`src/rtl/tour_length_eval.sv`:
```
// tour_length_eval
//   Computes the closed-tour Euclidean length of one chromosome (route) over
//   NUM_CITIES cities, including the return edge from the last city to the
//   first. Each edge length is floor(sqrt(dx^2+dy^2)) from a restoring
//   bit-serial square root taking SIZE+1 cycles. Also tracks the shortest
//   valid tour seen since the last clear, together with its chromosome ID.
//
// Ports
//   clk, rst_n   clock, asynchronous active-low reset
//   start        start request, sampled only in IDLE
//   chrom_id     chromosome ID, latched on accepted start
//   route        city index per slot, slot k at [k*IDX_W +: IDX_W]
//   coord_x/y    coordinates per city, slot k at [k*SIZE +: SIZE]
//   clear_best   synchronous clear of the best tracker
//   busy         high in every state except IDLE
//   done         one-cycle result-valid pulse
//   route_err    with done: route contained an index >= NUM_CITIES
//   tour_len     tour length (all ones on route_err), held until next done
//   best_valid   best_len/best_id hold a result
//   best_len     shortest valid tour since last clear
//   best_id      chrom_id belonging to best_len
module tour_length_eval #(
  parameter int SIZE       = 8,
  parameter int NUM_CITIES = 5,
  parameter int IDX_W      = 3,
  parameter int ID_W       = 4,
  parameter int DIST_W     = SIZE + 1,
  parameter int LEN_W      = DIST_W + IDX_W
) (
  input  logic                        clk,
  input  logic                        rst_n,
  input  logic                        start,
  input  logic [ID_W-1:0]             chrom_id,
  input  logic [NUM_CITIES*IDX_W-1:0] route,
  input  logic [NUM_CITIES*SIZE-1:0]  coord_x,
  input  logic [NUM_CITIES*SIZE-1:0]  coord_y,
  input  logic                        clear_best,
  output logic                        busy,
  output logic                        done,
  output logic                        route_err,
  output logic [LEN_W-1:0]            tour_len,
  output logic                        best_valid,
  output logic [LEN_W-1:0]            best_len,
  output logic [ID_W-1:0]             best_id
);

  localparam int RAD_W = 2 * DIST_W;   // radicand padded to an even bit count
  localparam int REM_W = DIST_W + 2;
  localparam int CNT_W = $clog2(SIZE + 1);

  localparam logic [CNT_W-1:0] CNT_LAST  = CNT_W'(SIZE);
  localparam logic [IDX_W-1:0] EDGE_LAST = IDX_W'(NUM_CITIES - 1);
  localparam logic [IDX_W:0]   NC        = (IDX_W + 1)'(NUM_CITIES);

  typedef enum logic [2:0] {
    S_IDLE,
    S_LOAD,
    S_SQRT,
    S_ACC,
    S_DONE
  } state_e;

  state_e state_q, state_d;

  logic [NUM_CITIES*IDX_W-1:0] route_q, route_d;
  logic [NUM_CITIES*SIZE-1:0]  x_q, x_d;
  logic [NUM_CITIES*SIZE-1:0]  y_q, y_d;
  logic [ID_W-1:0]             id_q, id_d;
  logic                        err_q, err_d;
  logic [IDX_W-1:0]            edge_q, edge_d;
  logic [LEN_W-1:0]            acc_q, acc_d;
  logic [RAD_W-1:0]            rad_q, rad_d;
  logic [REM_W-1:0]            rem_q, rem_d;
  logic [DIST_W-1:0]           root_q, root_d;
  logic [CNT_W-1:0]            cnt_q, cnt_d;
  logic [LEN_W-1:0]            tour_len_q, tour_len_d;
  logic                        route_err_q, route_err_d;
  logic                        best_valid_q, best_valid_d;
  logic [LEN_W-1:0]            best_len_q, best_len_d;
  logic [ID_W-1:0]             best_id_q, best_id_d;

  // Route validity is checked on the incoming route so a bad route can go
  // straight to DONE without spending any edge cycles.
  logic route_bad;
  always_comb begin
    route_bad = 1'b0;
    for (int unsigned k = 0; k < NUM_CITIES; k++) begin
      if ({1'b0, route[k*IDX_W +: IDX_W]} >= NC) route_bad = 1'b1;
    end
  end

  // Edge endpoint selection and squared distance.
  logic [IDX_W-1:0]   edge_nx, idx_a, idx_b;
  logic [SIZE-1:0]    xa, xb, ya, yb, dx, dy;
  logic [2*SIZE-1:0]  dx2, dy2;
  logic [2*SIZE:0]    rad_c;

  always_comb begin
    edge_nx = (edge_q == EDGE_LAST) ? '0 : edge_q + 1'b1;
    idx_a   = route_q[edge_q*IDX_W +: IDX_W];
    idx_b   = route_q[edge_nx*IDX_W +: IDX_W];
    xa      = x_q[idx_a*SIZE +: SIZE];
    xb      = x_q[idx_b*SIZE +: SIZE];
    ya      = y_q[idx_a*SIZE +: SIZE];
    yb      = y_q[idx_b*SIZE +: SIZE];
    dx      = (xa >= xb) ? xa - xb : xb - xa;
    dy      = (ya >= yb) ? ya - yb : yb - ya;
    dx2     = {{SIZE{1'b0}}, dx} * {{SIZE{1'b0}}, dx};
    dy2     = {{SIZE{1'b0}}, dy} * {{SIZE{1'b0}}, dy};
    rad_c   = {1'b0, dx2} + {1'b0, dy2};
  end

  // One restoring square-root step: bring down the next two radicand bits and
  // try to subtract 4*root+1; the result bit is whether that succeeded.
  logic [REM_W-1:0] rem_sh, trial;
  logic             sq_ge;
  always_comb begin
    rem_sh = REM_W'({rem_q, rad_q[RAD_W-1 -: 2]});
    trial  = {root_q, 2'b01};
    sq_ge  = (rem_sh >= trial);
  end

  // State register
  always_ff @(posedge clk or negedge rst_n) begin
    if (!rst_n) state_q <= S_IDLE;
    else        state_q <= state_d;
  end

  // Next-state logic
  always_comb begin
    state_d = state_q;
    unique case (state_q)
      S_IDLE: if (start) state_d = route_bad ? S_DONE : S_LOAD;
      S_LOAD: state_d = S_SQRT;
      S_SQRT: if (cnt_q == CNT_LAST) state_d = S_ACC;
      S_ACC:  state_d = (edge_q == EDGE_LAST) ? S_DONE : S_LOAD;
      S_DONE: state_d = S_IDLE;
      default: state_d = S_IDLE;
    endcase
  end

  // FSM outputs
  always_comb begin
    busy = (state_q != S_IDLE);
    done = (state_q == S_DONE);
  end

  // Datapath next-state
  always_comb begin
    route_d      = route_q;
    x_d          = x_q;
    y_d          = y_q;
    id_d         = id_q;
    err_d        = err_q;
    edge_d       = edge_q;
    acc_d        = acc_q;
    rad_d        = rad_q;
    rem_d        = rem_q;
    root_d       = root_q;
    cnt_d        = cnt_q;
    tour_len_d   = tour_len_q;
    route_err_d  = route_err_q;
    best_valid_d = best_valid_q;
    best_len_d   = best_len_q;
    best_id_d    = best_id_q;

    if (clear_best) begin
      best_valid_d = 1'b0;
      best_len_d   = '0;
      best_id_d    = '0;
    end

    unique case (state_q)
      S_IDLE: begin
        if (start) begin
          route_d = route;
          x_d     = coord_x;
          y_d     = coord_y;
          id_d    = chrom_id;
          edge_d  = '0;
          acc_d   = '0;
          err_d   = route_bad;
          // Result registers are loaded on entry to DONE so tour_len and
          // route_err are already valid while done is high.
          if (route_bad) begin
            tour_len_d  = '1;
            route_err_d = 1'b1;
          end
        end
      end
      S_LOAD: begin
        rad_d  = {1'b0, rad_c};
        rem_d  = '0;
        root_d = '0;
        cnt_d  = '0;
      end
      S_SQRT: begin
        rad_d  = rad_q << 2;
        rem_d  = sq_ge ? rem_sh - trial : rem_sh;
        root_d = {root_q[DIST_W-2:0], sq_ge};
        cnt_d  = cnt_q + 1'b1;
      end
      S_ACC: begin
        acc_d = acc_q + LEN_W'(root_q);
        if (edge_q == EDGE_LAST) begin
          tour_len_d  = acc_q + LEN_W'(root_q);
          route_err_d = 1'b0;
        end else begin
          edge_d = edge_q + 1'b1;
        end
      end
      S_DONE: begin
        // A clear in the same cycle still admits this result as the new best.
        if (!err_q && (clear_best || !best_valid_q || acc_q < best_len_q)) begin
          best_valid_d = 1'b1;
          best_len_d   = acc_q;
          best_id_d    = id_q;
        end
      end
      default: ;
    endcase
  end

  always_ff @(posedge clk or negedge rst_n) begin
    if (!rst_n) begin
      route_q      <= '0;
      x_q          <= '0;
      y_q          <= '0;
      id_q         <= '0;
      err_q        <= 1'b0;
      edge_q       <= '0;
      acc_q        <= '0;
      rad_q        <= '0;
      rem_q        <= '0;
      root_q       <= '0;
      cnt_q        <= '0;
      tour_len_q   <= '0;
      route_err_q  <= 1'b0;
      best_valid_q <= 1'b0;
      best_len_q   <= '0;
      best_id_q    <= '0;
    end else begin
      route_q      <= route_d;
      x_q          <= x_d;
      y_q          <= y_d;
      id_q         <= id_d;
      err_q        <= err_d;
      edge_q       <= edge_d;
      acc_q        <= acc_d;
      rad_q        <= rad_d;
      rem_q        <= rem_d;
      root_q       <= root_d;
      cnt_q        <= cnt_d;
      tour_len_q   <= tour_len_d;
      route_err_q  <= route_err_d;
      best_valid_q <= best_valid_d;
      best_len_q   <= best_len_d;
      best_id_q    <= best_id_d;
    end
  end

  assign route_err  = route_err_q;
  assign tour_len   = tour_len_q;
  assign best_valid = best_valid_q;
  assign best_len   = best_len_q;
  assign best_id    = best_id_q;

endmodule

```
`config.mk`:
```
export PLATFORM = sky130hd
export DESIGN_NAME = tour_length_eval
export DESIGN_NICKNAME = d
export VERILOG_FILES = /design/src/rtl/tour_length_eval.sv
export SDC_FILE = /design/constraint.sdc
export NUM_CORES = 1
export LEC_CHECK = 0
export BUFFER_PORTS_ARGS = -buffer_cell sky130_fd_sc_hd__buf_4
export CORE_MARGIN = 2
export CORE_UTILIZATION = 45
export CTS_CLUSTER_DIAMETER = 50
export DETAILED_ROUTE_END_ITERATION = 10
export PLACE_DENSITY = 0.7
export SYNTH_ARGS = -nofsm -noshare
export SYNTH_HDL_FRONTEND = slang
export SYNTH_SLANG_ARGS = --single-unit
```
`constraint.sdc`:
```
create_clock -name clk -period 11.35 [get_ports clk]
set_input_delay 0.5675 -clock clk [delete_from_list [all_inputs] [get_ports clk]]
set_output_delay 0.5675 -clock clk [all_outputs]
set_load 0.01 [all_outputs]
```
==> results_dict.tcl <==
set metrics [dict create \
    synth_top_area_share 0.322 \
    rsz0062_at_grt "false" \
    cp_max_fo 33 \
    finalSetupViolations 0 \
    synthDistinctLibCells 67 \
    drc 0 \
    hold_path_class "in2async" \
    synth_top_flop_cell "dfrtp_1" \
    antenna_cells 0 \
    async_flop_share 1.00 \
    ctsHoldBuffers 0 \
    crit_buf_inv 4 \
    cts_buffers 17 \
    postPlaceCellArea_um2 16000 \
    placement_rows 65 \
    clk_latency_ps 450 \
    finalWorstPathRequiredPeriod_ps 10460 \
    crit_path_frequent_cell "fa_1" \
    synth.avg_cell_area_um2 10.1 \
    hpwlAfterDp_mm 24.2 \
    critical_path.max_stage_delay_ps 720 \
    cts_tree "done" \
    synth_area_leaders "dfrtp_1 (32%), fa_1 (11%), ha_1 (10%)" \
    cp-start-kind "register" \
    cp.required_ps 11710 \
    grt_pass1_wl_mm 53.9 \
    synth_edf_count 0 \
    cts.clk_slew.worst_paths_ps 90 \
    cts_setup_buffers 0 \
    post-synth-top-area-cell "dfrtp_1" \
    die_w_um 184 \
    core_area_um2 31700 \
    dr.pass1.iters 5 \
    start_util 0.460 \
    gp_congestion 0.916 \
    synth_fp_nets 1754 \
    grt_pass1_vias 11013 \
    wirelength_mm 31.5 \
    ys_seq_area_frac 0.322 \
    via_per_inst 5.47 \
    antenna_found_initial 0 \
    vias 10778 \
    synth_most_common_cell "dfrtp_1" \
    worstSetupEndpointType "register" \
    max-slew-margin-rel 0.339 \
    crit_slowest_cell "dfrtp_1" \
    status "complete, no violations" \
    ys_warn_count 0 \
    ioPinCount 135 \
    fmax_mhz 95.6 \
    fin_area_um2 16600 \
    drt-initial-drc-count 604 \
    finalClockSkew_ps 17.3 \
    portBuffers 134 \
    yosys-top-cells-count "dfrtp_1 (188), inv_1 (170), ha_1 (119)" \
    slew_violations 0 \
    syn_to_final_growth_pct 14.1 \
    htree_levels 4 \
    track_usage 0.196 \
    period_share 0.922 \
    fin_nets 1860 \
    post_cts_resized 0 \
    ant_nets 0 \
    overflow 0 \
    clock_sinks 188 \
    synth.cell_area_um2 14600 \
    die_h_um 184 \
    die_area_um2 33900 \
    hold_slack_ps 164 \
    fillers 2820 \
    drive_above_1_share 0.204 \
    multi_input_area_um2 9020 \
    post_drt_wl_per_cell_um 16.0 \
    worstPathArrival_ps 10820 \
    root_buffer "clkbuf_16" \
    ys_seq_elements 188 \
    tightest_slew_ps 992 \
    syn_inst 1451 \
    hold_viol 0 \
    setup-tns-final_ps 0 \
    cpLargestDelayFamily "adder cells" \
    maxCapViolCount 0 \
    clockBufferDepth 2 \
    critPathKind "reg2reg" \
    grt_max_degree 110 \
    seqCellArea_um2 4700 \
]
stage by stage:
stage,instances,utilization,setup slack (ps)
2_1_floorplan,1451,-,1880
3_3_place_gp,1940,0.504,1140
3_5_place_dp,1940,0.504,778
4_1_cts,1972,0.524,763
5_1_grt,1972,0.525,17.9
6_report,1972,0.525,890
kinds of logic after synthesis:
logic type / count (synthesis) / share of synthesized area
flip-flops: 188 / 0.322
XOR/XNOR: 46 / 0.0299
buffers and inverters: 237 / 0.0633
multiplexers: 172 / 0.129
AO/OA/AOI/OAI: 330 / 0.154
adder cells (fa/ha/maj): 200 / 0.213
AND/OR/NAND/NOR: 278 / 0.0883
final cells by class:
type | instances | area share
sequential | 188 | 0.283
inverter | 174 | 0.0393
multi-input combinational | 1026 | 0.542
tap | 402 | 0.0302
clock inverter | 15 | 0.0123
clock buffer | 17 | 0.0256
timing repair buffer | 150 | 0.0681
cells in the final DEF (no fill, tap or decap), types with 10 or more instances in the layout:
| master | instances |
|---|---|
| xnor2_1 | 25 |
| xor2_1 | 17 |
| a211oi_1 | 37 |
| o22ai_1 | 21 |
| fa_1 | 81 |
| o21ai_0 | 58 |
| nand2_1 | 69 |
| nand2b_1 | 13 |
| mux2_2 | 102 |
| a21oi_1 | 70 |
| nor2b_1 | 25 |
| ha_1 | 119 |
| a211o_1 | 15 |
| buf_4 | 149 |
| mux2i_1 | 66 |
| a21o_1 | 23 |
| a22o_1 | 37 |
| nor2_1 | 115 |
| o21a_1 | 10 |
| dfrtp_1 | 188 |
| clkbuf_16 | 17 |
| a22oi_1 | 14 |
| inv_1 | 170 |
| a31oi_1 | 12 |
registers in the layout, summed over array words and instances, names as in the netlist, 3 cells and up:
| register | flops |
|---|---|
| cnt_q | 4 |
| acc_q | 12 |
| best_id | 4 |
| route_q | 15 |
| state_q | 3 |
| y_q | 40 |
| id_q | 4 |
| best_len | 12 |
| rem_q | 9 |
| tour_len | 12 |
| root_q | 9 |
| rad_q | 18 |
| edge_q | 3 |
| x_q | 40 |
path summary, 6_finish.rpt:
check	startpoint	endpoint	slack (ps)	cells after the start
worst max-delay path	edge_q[0]	rad_q[15]	890	32
worst min-delay path	rst_n	best_len[6]	160	1
worst max register to register	edge_q[0]	rad_q[15]	890	32
worst min register to register	tour_len[0]	tour_len[0]	480	2
max in group asynchronous	rst_n	rad_q[4]	9680	2
min in group clk	clear_best	best_valid	330	2
layer usage:
metal | part of all wire | global-route usage
met1 | 0.46 | 0.260
met4 | 0.011 | 0.0442
met2 | 0.49 | 0.337
met3 | 0.035 | 0.0299
met5 | 0 | 0
Power is not shown: default switching activity piles up to over one toggle a cycle in this logic, so the estimate is an artifact.
